<file path="config.mk">
export PLATFORM = sky130hd
export DESIGN_NAME = watchdog_timer_ctrl_flat
export DESIGN_NICKNAME = d
export VERILOG_FILES = /design/src/rtl/watchdog_timer_ctrl_if.sv /design/src/rtl/watchdog_timer_ctrl.sv /design/src/flat_wrapper.sv
export SDC_FILE = /design/constraint.sdc
export NUM_CORES = 1
export LEC_CHECK = 0
export CORE_MARGIN = 10
export CORE_UTILIZATION = 51
export CTS_BUF_LIST = sky130_fd_sc_hd__clkbuf_4
export DETAILED_ROUTE_END_ITERATION = 7
export PLACE_DENSITY = 0.87
export SLEW_MARGIN = 20
export SYNTH_ARGS = -nofsm -noshare
export SYNTH_HDL_FRONTEND = slang
export SYNTH_SLANG_ARGS = --single-unit
</file>
<file path="constraint.sdc">
create_clock -name clk -period 3.8 [get_ports clk]
set_input_delay 0.76 -clock clk [delete_from_list [all_inputs] [get_ports clk]]
set_output_delay 0.76 -clock clk [all_outputs]
set_load 0.02 [all_outputs]
</file>
<file path="src/rtl/watchdog_timer_ctrl_if.sv">
// Control/status bundle between software/driver side and the watchdog sequencer.
interface watchdog_timer_ctrl_if #(
  parameter int CNT_WIDTH = 16
);
  logic                 enable;
  logic                 pause;
  logic                 kick;
  logic                 cfg_we;
  logic [CNT_WIDTH-1:0] cfg_warn;
  logic [CNT_WIDTH-1:0] cfg_bite;
  logic                 delta;
  logic                 freeze;
  logic                 warn_irq;
  logic                 sys_rst_req;
  logic                 bite_seen;
  logic                 cfg_err;
  logic [1:0]           state;
  logic [CNT_WIDTH-1:0] count;

  modport master (
    output enable, pause, kick, cfg_we, cfg_warn, cfg_bite, delta,
    input  freeze, warn_irq, sys_rst_req, bite_seen, cfg_err, state, count
  );

  modport slave (
    input  enable, pause, kick, cfg_we, cfg_warn, cfg_bite, delta,
    output freeze, warn_irq, sys_rst_req, bite_seen, cfg_err, state, count
  );
endinterface

</file>
<file path="src/rtl/watchdog_timer_ctrl.sv">
// Watchdog sequencer: counts consecutive stall cycles, warns, then requests a reset pulse.
// All outputs registered except freeze (decoded from state and pause).
module watchdog_timer_ctrl #(
  parameter int CNT_WIDTH = 16,
  parameter int RST_PULSE = 4
) (
  input  logic                clk,
  input  logic                rstn,
  watchdog_timer_ctrl_if.slave bus
);

  typedef enum logic [1:0] {
    S_DISABLED = 2'd0,
    S_ARMED    = 2'd1,
    S_WARN     = 2'd2,
    S_BITE     = 2'd3
  } state_e;

  localparam int PW = (RST_PULSE > 1) ? $clog2(RST_PULSE) : 1;
  localparam logic [PW-1:0] PULSE_LAST = PW'(RST_PULSE - 1);
  localparam logic [CNT_WIDTH-1:0] WARN_DEF = {1'b1, {(CNT_WIDTH-1){1'b0}}};
  localparam logic [CNT_WIDTH-1:0] BITE_DEF = '1;

  state_e               state_q, state_d;
  logic [CNT_WIDTH-1:0] count_q, count_d;
  logic [CNT_WIDTH-1:0] warn_lim_q, warn_lim_d;
  logic [CNT_WIDTH-1:0] bite_lim_q, bite_lim_d;
  logic [PW-1:0]        pulse_q, pulse_d;
  logic                 warn_irq_q, warn_irq_d;
  logic                 sys_rst_q, sys_rst_d;
  logic                 bite_seen_q, bite_seen_d;
  logic                 cfg_err_q, cfg_err_d;
  logic [CNT_WIDTH-1:0] count_inc;
  logic                 cfg_ok;

  always_comb begin
    state_d     = state_q;
    count_d     = count_q;
    warn_lim_d  = warn_lim_q;
    bite_lim_d  = bite_lim_q;
    pulse_d     = pulse_q;
    warn_irq_d  = 1'b0;
    sys_rst_d   = 1'b0;
    bite_seen_d = bite_seen_q;
    cfg_err_d   = 1'b0;
    count_inc   = count_q + 1'b1;
    cfg_ok      = (state_q == S_DISABLED) && (bus.cfg_warn != '0) &&
                  (bus.cfg_warn < bus.cfg_bite);

    if (bus.cfg_we) begin
      if (cfg_ok) begin
        warn_lim_d = bus.cfg_warn;
        bite_lim_d = bus.cfg_bite;
      end else begin
        cfg_err_d = 1'b1;
      end
    end

    case (state_q)
      S_DISABLED: begin
        count_d = '0;
        if (bus.enable) begin
          state_d     = S_ARMED;
          bite_seen_d = 1'b0;
        end
      end
      S_ARMED, S_WARN: begin
        if (!bus.enable) begin
          state_d = S_DISABLED;
          count_d = '0;
        end else if (bus.kick) begin
          state_d = S_ARMED;
          count_d = '0;
        end else if (bus.pause) begin
          state_d = state_q;
        end else if (!bus.delta) begin
          state_d = S_ARMED;
          count_d = '0;
        end else begin
          // saturate at the bite limit so the counter can never wrap
          if (count_q < bite_lim_q) count_d = count_inc;
          if (state_q == S_WARN && count_inc >= bite_lim_q) begin
            state_d     = S_BITE;
            pulse_d     = PULSE_LAST;
            sys_rst_d   = 1'b1;
            bite_seen_d = 1'b1;
          end else if (state_q == S_ARMED && count_inc >= warn_lim_q) begin
            state_d    = S_WARN;
            warn_irq_d = 1'b1;
          end
        end
      end
      S_BITE: begin
        if (pulse_q == '0) begin
          state_d = S_DISABLED;
          count_d = '0;
        end else begin
          pulse_d   = pulse_q - 1'b1;
          sys_rst_d = 1'b1;
        end
      end
      default: begin
        state_d = S_DISABLED;
        count_d = '0;
      end
    endcase
  end

  always_ff @(posedge clk or negedge rstn) begin
    if (!rstn) begin
      state_q     <= S_DISABLED;
      count_q     <= '0;
      warn_lim_q  <= WARN_DEF;
      bite_lim_q  <= BITE_DEF;
      pulse_q     <= '0;
      warn_irq_q  <= 1'b0;
      sys_rst_q   <= 1'b0;
      bite_seen_q <= 1'b0;
      cfg_err_q   <= 1'b0;
    end else begin
      state_q     <= state_d;
      count_q     <= count_d;
      warn_lim_q  <= warn_lim_d;
      bite_lim_q  <= bite_lim_d;
      pulse_q     <= pulse_d;
      warn_irq_q  <= warn_irq_d;
      sys_rst_q   <= sys_rst_d;
      bite_seen_q <= bite_seen_d;
      cfg_err_q   <= cfg_err_d;
    end
  end

  assign bus.freeze      = (state_q == S_ARMED || state_q == S_WARN) ? bus.pause : 1'b1;
  assign bus.warn_irq    = warn_irq_q;
  assign bus.sys_rst_req = sys_rst_q;
  assign bus.bite_seen   = bite_seen_q;
  assign bus.cfg_err     = cfg_err_q;
  assign bus.state       = state_q;
  assign bus.count       = count_q;

endmodule

</file>
<file path="src/flat_wrapper.sv">
// flat-port wrapper written by rule: the top's interface ports become plain ports
module watchdog_timer_ctrl_flat 
#(
  parameter int CNT_WIDTH = 16,
  parameter int RST_PULSE = 4
)
  (clk, rstn, bus_enable, bus_pause, bus_kick, bus_cfg_we, bus_cfg_warn, bus_cfg_bite, bus_delta, bus_freeze, bus_warn_irq, bus_sys_rst_req, bus_bite_seen, bus_cfg_err, bus_state, bus_count);
  watchdog_timer_ctrl_if #(.CNT_WIDTH(CNT_WIDTH)) bus_i ();
  input  logic clk;
  input  logic rstn;
  input wire logic [$bits(bus_i.enable)-1:0] bus_enable;
  input wire logic [$bits(bus_i.pause)-1:0] bus_pause;
  input wire logic [$bits(bus_i.kick)-1:0] bus_kick;
  input wire logic [$bits(bus_i.cfg_we)-1:0] bus_cfg_we;
  input wire logic [$bits(bus_i.cfg_warn)-1:0] bus_cfg_warn;
  input wire logic [$bits(bus_i.cfg_bite)-1:0] bus_cfg_bite;
  input wire logic [$bits(bus_i.delta)-1:0] bus_delta;
  output wire logic [$bits(bus_i.freeze)-1:0] bus_freeze;
  output wire logic [$bits(bus_i.warn_irq)-1:0] bus_warn_irq;
  output wire logic [$bits(bus_i.sys_rst_req)-1:0] bus_sys_rst_req;
  output wire logic [$bits(bus_i.bite_seen)-1:0] bus_bite_seen;
  output wire logic [$bits(bus_i.cfg_err)-1:0] bus_cfg_err;
  output wire logic [$bits(bus_i.state)-1:0] bus_state;
  output wire logic [$bits(bus_i.count)-1:0] bus_count;
  assign bus_i.enable = bus_enable;
  assign bus_i.pause = bus_pause;
  assign bus_i.kick = bus_kick;
  assign bus_i.cfg_we = bus_cfg_we;
  assign bus_i.cfg_warn = bus_cfg_warn;
  assign bus_i.cfg_bite = bus_cfg_bite;
  assign bus_i.delta = bus_delta;
  assign bus_freeze = bus_i.freeze;
  assign bus_warn_irq = bus_i.warn_irq;
  assign bus_sys_rst_req = bus_i.sys_rst_req;
  assign bus_bite_seen = bus_i.bite_seen;
  assign bus_cfg_err = bus_i.cfg_err;
  assign bus_state = bus_i.state;
  assign bus_count = bus_i.count;
  watchdog_timer_ctrl #(.CNT_WIDTH(CNT_WIDTH), .RST_PULSE(RST_PULSE)) u_core (.clk(clk), .rstn(rstn), .bus(bus_i));
endmodule
</file>
==> summary.txt <==
Run status
  • Status: complete, no violations

Logic synthesis
  • Synth area leader: dfrtp_1
  • Top-area cell type share of the netlist area: 23.07%
  • Number of synthesized flops with an enable pin: 0
  • Flops & latches, synth: 56
  • Post-synth net total: 546
  • Async set-reset flop share out of synthesis: 100.0%
  • Syn avg cell area: 9.680 um^2
  • Top post-synthesis cells by area: dfrtp_1, ha_1, dfstp_2, inv_1, mux2_2
  • YS warnings: 0
  • Synthesized area: 0.004230 mm^2
  • Main synth FF type: dfrtp_1
  • Post-synthesis cell count: 437
  • Synth cell types: 54
  • Sequential share of the synthesized area: 33.63%

Power and ir drop
  • Cell internal pwr: 1.337 mW
  • Seq pwr share: 43.0%
  • Sw Share: 38.42%
  • P_leak: 2.570 nW
  • Psw: 0.8340 mW
  • Clock Power Share: 12.9%
  • Combinational fraction of design power: 44.1%
  • Max rail drop VDD: 0.0002424 V
  • Total power divided by cell area: 422.1 mW/mm^2

Timing
  • WHS: 396.3 ps
  • Final worst path period share: 94.20%
  • Minimum clock period: 3580 ps
  • Worst slew margin: 50.64%
  • Measured slew at the worst slew-check pin: 740.4 ps
  • Final setup viols: 0
  • Fin. max-slew vios: 0
  • Worst setup margin: 220.4 ps
  • Final hold vios: 0
  • Setup Skew: 20.45 ps
  • Fmax achieved: 279.4 MHz
  • Setup TNS: 0 ps
  • RSZ-0062 raised after global routing: false

Placed design
  • IO Port Bufs: 61
  • Pre-CTS WS: -76.77 ps
  • Global placer's final weighted congestion: 0.8727
  • DP Cell Count: 604
  • DP Wirelength: 8365 um

Die
  • Core ar.: 0.008134 mm^2
  • Die width: 111.1 um
  • Die Height: 111.1 um
  • Overall die area: 0.01234 mm^2
  • Row count: 33
  • Starting Density: 52.01%
  • I/O pins: 62

Clock tree
  • Skew-Pair Late Insertion Delay: 400 ps
  • Worst-case clock buffer depth: 2
  • Clock Tree Root: clkbuf_4
  • Number of CTS-inserted buffers: 5
  • Hold_buf cts: 0
  • Clock sinks: 56
  • CTS tree: yes
  • H-Tree Depth: 2
  • Worst-path clk slew: 180 ps

Routing
  • Drt initial violations: 155
  • Antenna Nets Post-Route: 0
  • Detailed-route via count: 3,584
  • # DRC: 0
  • WL/cell: 17.17 um
  • DRT Pass-1 Iters: 4
  • Vias/cell: 5.809
  • Final WL: 10,600 um

GRT
  • First-pass GRT wire length: 17,060 um
  • Vias in the first global route: 3,624
  • Largest net degree at the start of global routing: 34
  • Global Route Usage Sum: 16.29%
  • Initial antenna violation count: 1
  • GRT Residual Overflow: 0

Layout
  • # nets final: 619
  • Area grow syn2layout: 21.56%
  • Commonest cells after routing, fill and taps aside: ha_1, clkdlybuf4s50_1, inv_1
  • Ratio of cells with drive above 1 in the final layout: 15.26%
  • Commonest non-fill, non-tap cell in the layout: ha_1
  • Final non-filler cell total: 617
  • Filler cell count: 675

Critical path
  • Startpoint Class: flop
  • Flop2flop setup slack: 220 ps
  • Required time of the critical path: 4130 ps
  • CP Data Arrival Time: 3910 ps
  • Max Fanout on Critical Path: 5
  • Endpoint type of the worst setup path: flop
  • CP Class: reg2reg

Min path
  • Min-delay worst type: in2async

Run
  • Max cap viols: 0
## path summary, 6_finish.rpt
| check | endpoint | startpoint | depth (start not counted) |
|---|---|---|---|
| worst max-delay path | u_core.bus.state[0] | u_core.bus.count[0] | 15 |
| worst min-delay path | u_core.bus.state[1] | rstn | 1 |
| worst max register to register | u_core.bus.state[0] | u_core.bus.count[0] | 15 |
| worst min register to register | u_core.warn_lim_q[9] | u_core.warn_lim_q[9] | 1 |
| max in group asynchronous | u_core.bite_lim_q[13] | rstn | 2 |
| min in group clk | u_core.warn_lim_q[9] | u_core.warn_lim_q[9] | 1 |
## area by class of cell
cell class                 count  area, um^2  area share [%]
multi-input combinational    315        2603           50.61
sequential                    56        1423           27.66
timing repair buffer          75       710.7           13.82
inverter                      57       214.0           4.161
tap                          105       131.4           2.555
clock buffer                   5       37.54          0.7299
clock inverter                 3       21.27          0.4136
antenna                        1       2.502         0.04866
## cells by family (layout without fill, tap and decap cells)
group | after synthesis | after routing | synth area share (%)
mux | 34 | 34 | 8.607
fa+ha+maj | 70 | 70 | 20.70
simple gates | 102 | 102 | 12.22
other cells | 0 | 1 | 0
compound gates | 95 | 95 | 15.85
buf+inv | 66 | 140 | 6.093
xor+xnor | 14 | 14 | 2.898
flops | 56 | 56 | 33.63
## cell usage after synthesis (4+ instances only)
master      n
a21oi_1    18
o311ai_0    8
and3_1      5
mux2_2     19
o211ai_1    4
a22o_1      4
inv_1      57
xor2_1      4
ha_1       70
dfstp_2    17
clkbuf_1    4
o21ai_0    17
nand2_1    29
a2111oi_0   4
nor4_1      5
nor3_1      5
mux2i_1    15
nor2b_1     6
nand4_1     7
a21o_1      7
nand2b_1    5
xnor2_1    10
dfrtp_1    39
o31ai_1     9
nand3_1    13
nor2_1     15
## layer usage
metal | global-route usage, % | share of wire (%) | up-vias
met3 | 2.760 | 4.2 | 26
met4 | 6.084 | 2.4 | 0
li1 | - | - | 1730
met1 | 20.44 | 46 | 1735
met5 | 0 | 0 | -
met2 | 27.28 | 48 | 93
## flip-flops by register name (all words and copies together) (netlist names)
| signal | flops |
|---|---|
| u_core.bus.count | 16 |
| u_core.warn_lim_q | 16 |
| u_core.bite_lim_q | 16 |
| u_core.bus.state | 2 |
| u_core.bus.cfg_err | 1 |
| u_core.bus.warn_irq | 1 |
| u_core.bus.bite_seen | 1 |
| u_core.pulse_q | 2 |
| u_core.bus.sys_rst_req | 1 |
## critical path, stage by stage, from the launching register on
cell	delay, ps
dfrtp_1	440
ha_2	220
and3_1	190
nand3_1	110
or2_4	310
inv_1	60
nand3_1	160
xnor2_2	190
ha_1	300
nand2_1	80
o21ai_1	100
a2111oi_2	350
o31ai_1	140
a22oi_2	250
mux2_2	380
a221oi_2	220
## metrics by stage
step / area (um^2) / total power, mW / util, %
2_1_floorplan: 4230 / 1.577 / -
3_3_place_gp: 4999 / 1.815 / 61.45
3_5_place_dp: 4999 / 1.874 / 61.45
4_1_cts: 5081 / 2.148 / 62.47
5_1_grt: 5142 / 2.332 / 63.22
6_report: 5142 / 2.170 / 63.22
## what timing repair did
item / in CTS / in global routing
setup endpoints to repair: 1 / 4
pin swaps: 1 / 1
gates cloned: 0 / 0
setup buffers: 2 / 2
hold endpoints to repair: 0 / 0
gates resized for setup: 2 / 11
## power groups by stage
| stage | registers (mW) | clock network, mW | logic, mW |
|---|---|---|---|
| floorplan | 0.930 | 0 | 0.647 |
| global placement | 0.934 | 0 | 0.881 |
| detailed placement | 0.946 | 0 | 0.927 |
| CTS | 0.932 | 0.282 | 0.935 |
| global route | 0.954 | 0.303 | 1.08 |
| finish | 0.934 | 0.280 | 0.957 |
Power figures use the tool's default switching activity.
==> RTL change (same settings) <==
`CNT_WIDTH` is set to 16 in 3 places; all go to 14.
--- a/src/rtl/watchdog_timer_ctrl_if.sv
+++ b/src/rtl/watchdog_timer_ctrl_if.sv
@@ -2,3 +2,3 @@
 interface watchdog_timer_ctrl_if #(
-  parameter int CNT_WIDTH = 16
+  parameter int CNT_WIDTH = 14
 );
--- a/src/rtl/watchdog_timer_ctrl.sv
+++ b/src/rtl/watchdog_timer_ctrl.sv
@@ -3,3 +3,3 @@
 module watchdog_timer_ctrl #(
-  parameter int CNT_WIDTH = 16,
+  parameter int CNT_WIDTH = 14,
   parameter int RST_PULSE = 4
--- a/src/flat_wrapper.sv
+++ b/src/flat_wrapper.sv
@@ -3,3 +3,3 @@
 #(
-  parameter int CNT_WIDTH = 16,
+  parameter int CNT_WIDTH = 14,
   parameter int RST_PULSE = 4
Interface: changed (resized bus_cfg_bite, bus_cfg_warn and bus_count); port bits go from 62 to 56. No check against the original RTL was run, so the function may have changed too.
==> RTL change against the unedited design <==
Wire length fell by 11%. Synthesized area is 9.5% lower. Cell area fell by 11%. Worst setup slack improved by 0.15 ns. Total power fell by 6.1%. Die area decreased by 7.8%. Sequential cell count is 6 lower. Largest cell class unchanged. Largest power group unchanged. Highest routed layer unchanged.
==> RTL change: results (changes against the unedited design) <==
Setup path
  • CP peak stage delay: 0.49 ns (was 0.44 ns)
  • CP max stage cell: dfrtp_2 (was dfrtp_1)
  • Top delay family on crit path: simple AND/OR/NAND/NOR gates (was compound AO/OA/AOI/OAI gates)
  • Data arrival, critical path: 3.75 ns (was 3.91 ns)

Final layout
  • # diodes: 0 (was 1)
  • Share of layout cells above drive strength 1: 0.1211 (was 0.1526)
  • Nets: 550 (was 619)

Routing
  • Met2 routed WL: 4945 um (was 5064 um)
  • First-pass iteration count of the detailed router: 4 (unchanged)
  • Vias: 3190 (was 3584)
  • Initial drt markers: 214 (was 155)
  • WL per Instance: 17.11 um (was 17.17 um)
  • M1 WL: 3855 um (was 4838 um)
  • WL met3: 457 um (was 443 um)
  • Final wirelength: 9461 um (was 10600 um)

GRT
  • GRT Total Usage: 0.1691 (was 0.1629)
  • Met3 usage: 0.03832 (was 0.02760)
  • Number of global-route vias before repair: 3436 (was 3624)
  • GR Util met2: 0.3147 (was 0.2728)
  • First-pass GRT wire length: 16020 um (was 17060 um)

Synth
  • Post-Synth XOR/XNOR Area: 0.02745 (was 0.02899)
  • Post-Syn Nets: 493 (was 546)
  • Top cells by area, synth: dfrtp_1, ha_1, dfstp_2, inv_1, mux2i_1 (was dfrtp_1, ha_1, dfstp_2, inv_1, mux2_2)
  • Yosys cell types: 59 (was 54)
  • Commonest cells in the netlist: ha_1, inv_1, dfrtp_1 (unchanged)
  • Seq/Total Area, Yosys: 0.3317 (was 0.3363)
  • Multiplexer share of the synthesized area: 0.08791 (was 0.08607)
  • Fraction of the mapped netlist area in compound gates: 0.1552 (was 0.1585)

STA
  • Worst-margin pin slew: 0.8519 ns (was 0.7404 ns)
  • Final setup skew: 0.01989 ns (was 0.02045 ns)

Clock tree
  • Post-cts sizing count: 0 (was 2)
  • Clock slew seen by the registers of the worst setup and hold paths: 0.16 ns (was 0.18 ns)

Power
  • VDD IR max: 0.0002724 V (was 0.0002424 V)

Placement
  • Final RePlAce weighted congestion: 0.8888 (was 0.8727)
  • Port Buf Inserts: 55 (was 61)
  • Pre-CTS setup slack: 0.1830 ns (was -0.07677 ns)

Outcome
  • Outcome: complete, no violations (unchanged)
## RTL change: cell count changes in the layout (fill, tap and decap cells not counted), sizes merged, moves of 3 or more
cell           before  now
o311ai              9    1
ha                 70   62
o41ai               0    3
nor2               16   20
inv                58   49
clkdlybuf4s50      60   54
o31ai               9    2
buf                15    5
dfrtp              39   35
mux2               19   16
o21ai              19   15
a2111oi             5    0
## RTL change: power groups by stage
stage	Sequential (W)	Combinational (W)	Clock, W
6_report	0.000839	0.000873	0.000326
5_1_grt	0.000857	0.000982	0.000359
4_1_cts	0.000837	0.000868	0.000333
3_5_place_dp	0.000846	0.000858	0
3_3_place_gp	0.000839	0.000804	0
2_1_floorplan	0.000836	0.000591	0
## RTL change: kinds of logic after synthesis
| group | count (synthesis) |
|---|---|
| compound gates | 84 |
| buf+inv | 58 |
| simple gates | 101 |
| mux | 29 |
| xor+xnor | 12 |
| flops | 50 |
| fa+ha+maj | 62 |
## RTL change: final cells by class
type	instances	area, um^2
Timing Repair Buffer	59	575.6
Fill cell	614	2715
Clock buffer	5	37.54
Tap cell	99	123.9
Sequential cell	50	1272
Clock inverter	3	45.04
Multi-Input combinational cell	288	2338
Inverter	49	183.9
## RTL change: path summary, 6_finish.rpt
path,cells after the start,slack (ns),startpoint,to
min in group clk,1,0.51,u_core.bus.bite_seen,u_core.bus.bite_seen
worst max-delay path,14,0.37,u_core.bus.count[0],u_core.pulse_q[1]
worst max register to register,14,0.37,u_core.bus.count[0],u_core.pulse_q[1]
worst min-delay path,1,0.30,rstn,u_core.bus.count[7]
worst min register to register,1,0.51,u_core.bus.bite_seen,u_core.bus.bite_seen
max in group asynchronous,2,2.67,rstn,u_core.bite_lim_q[11]
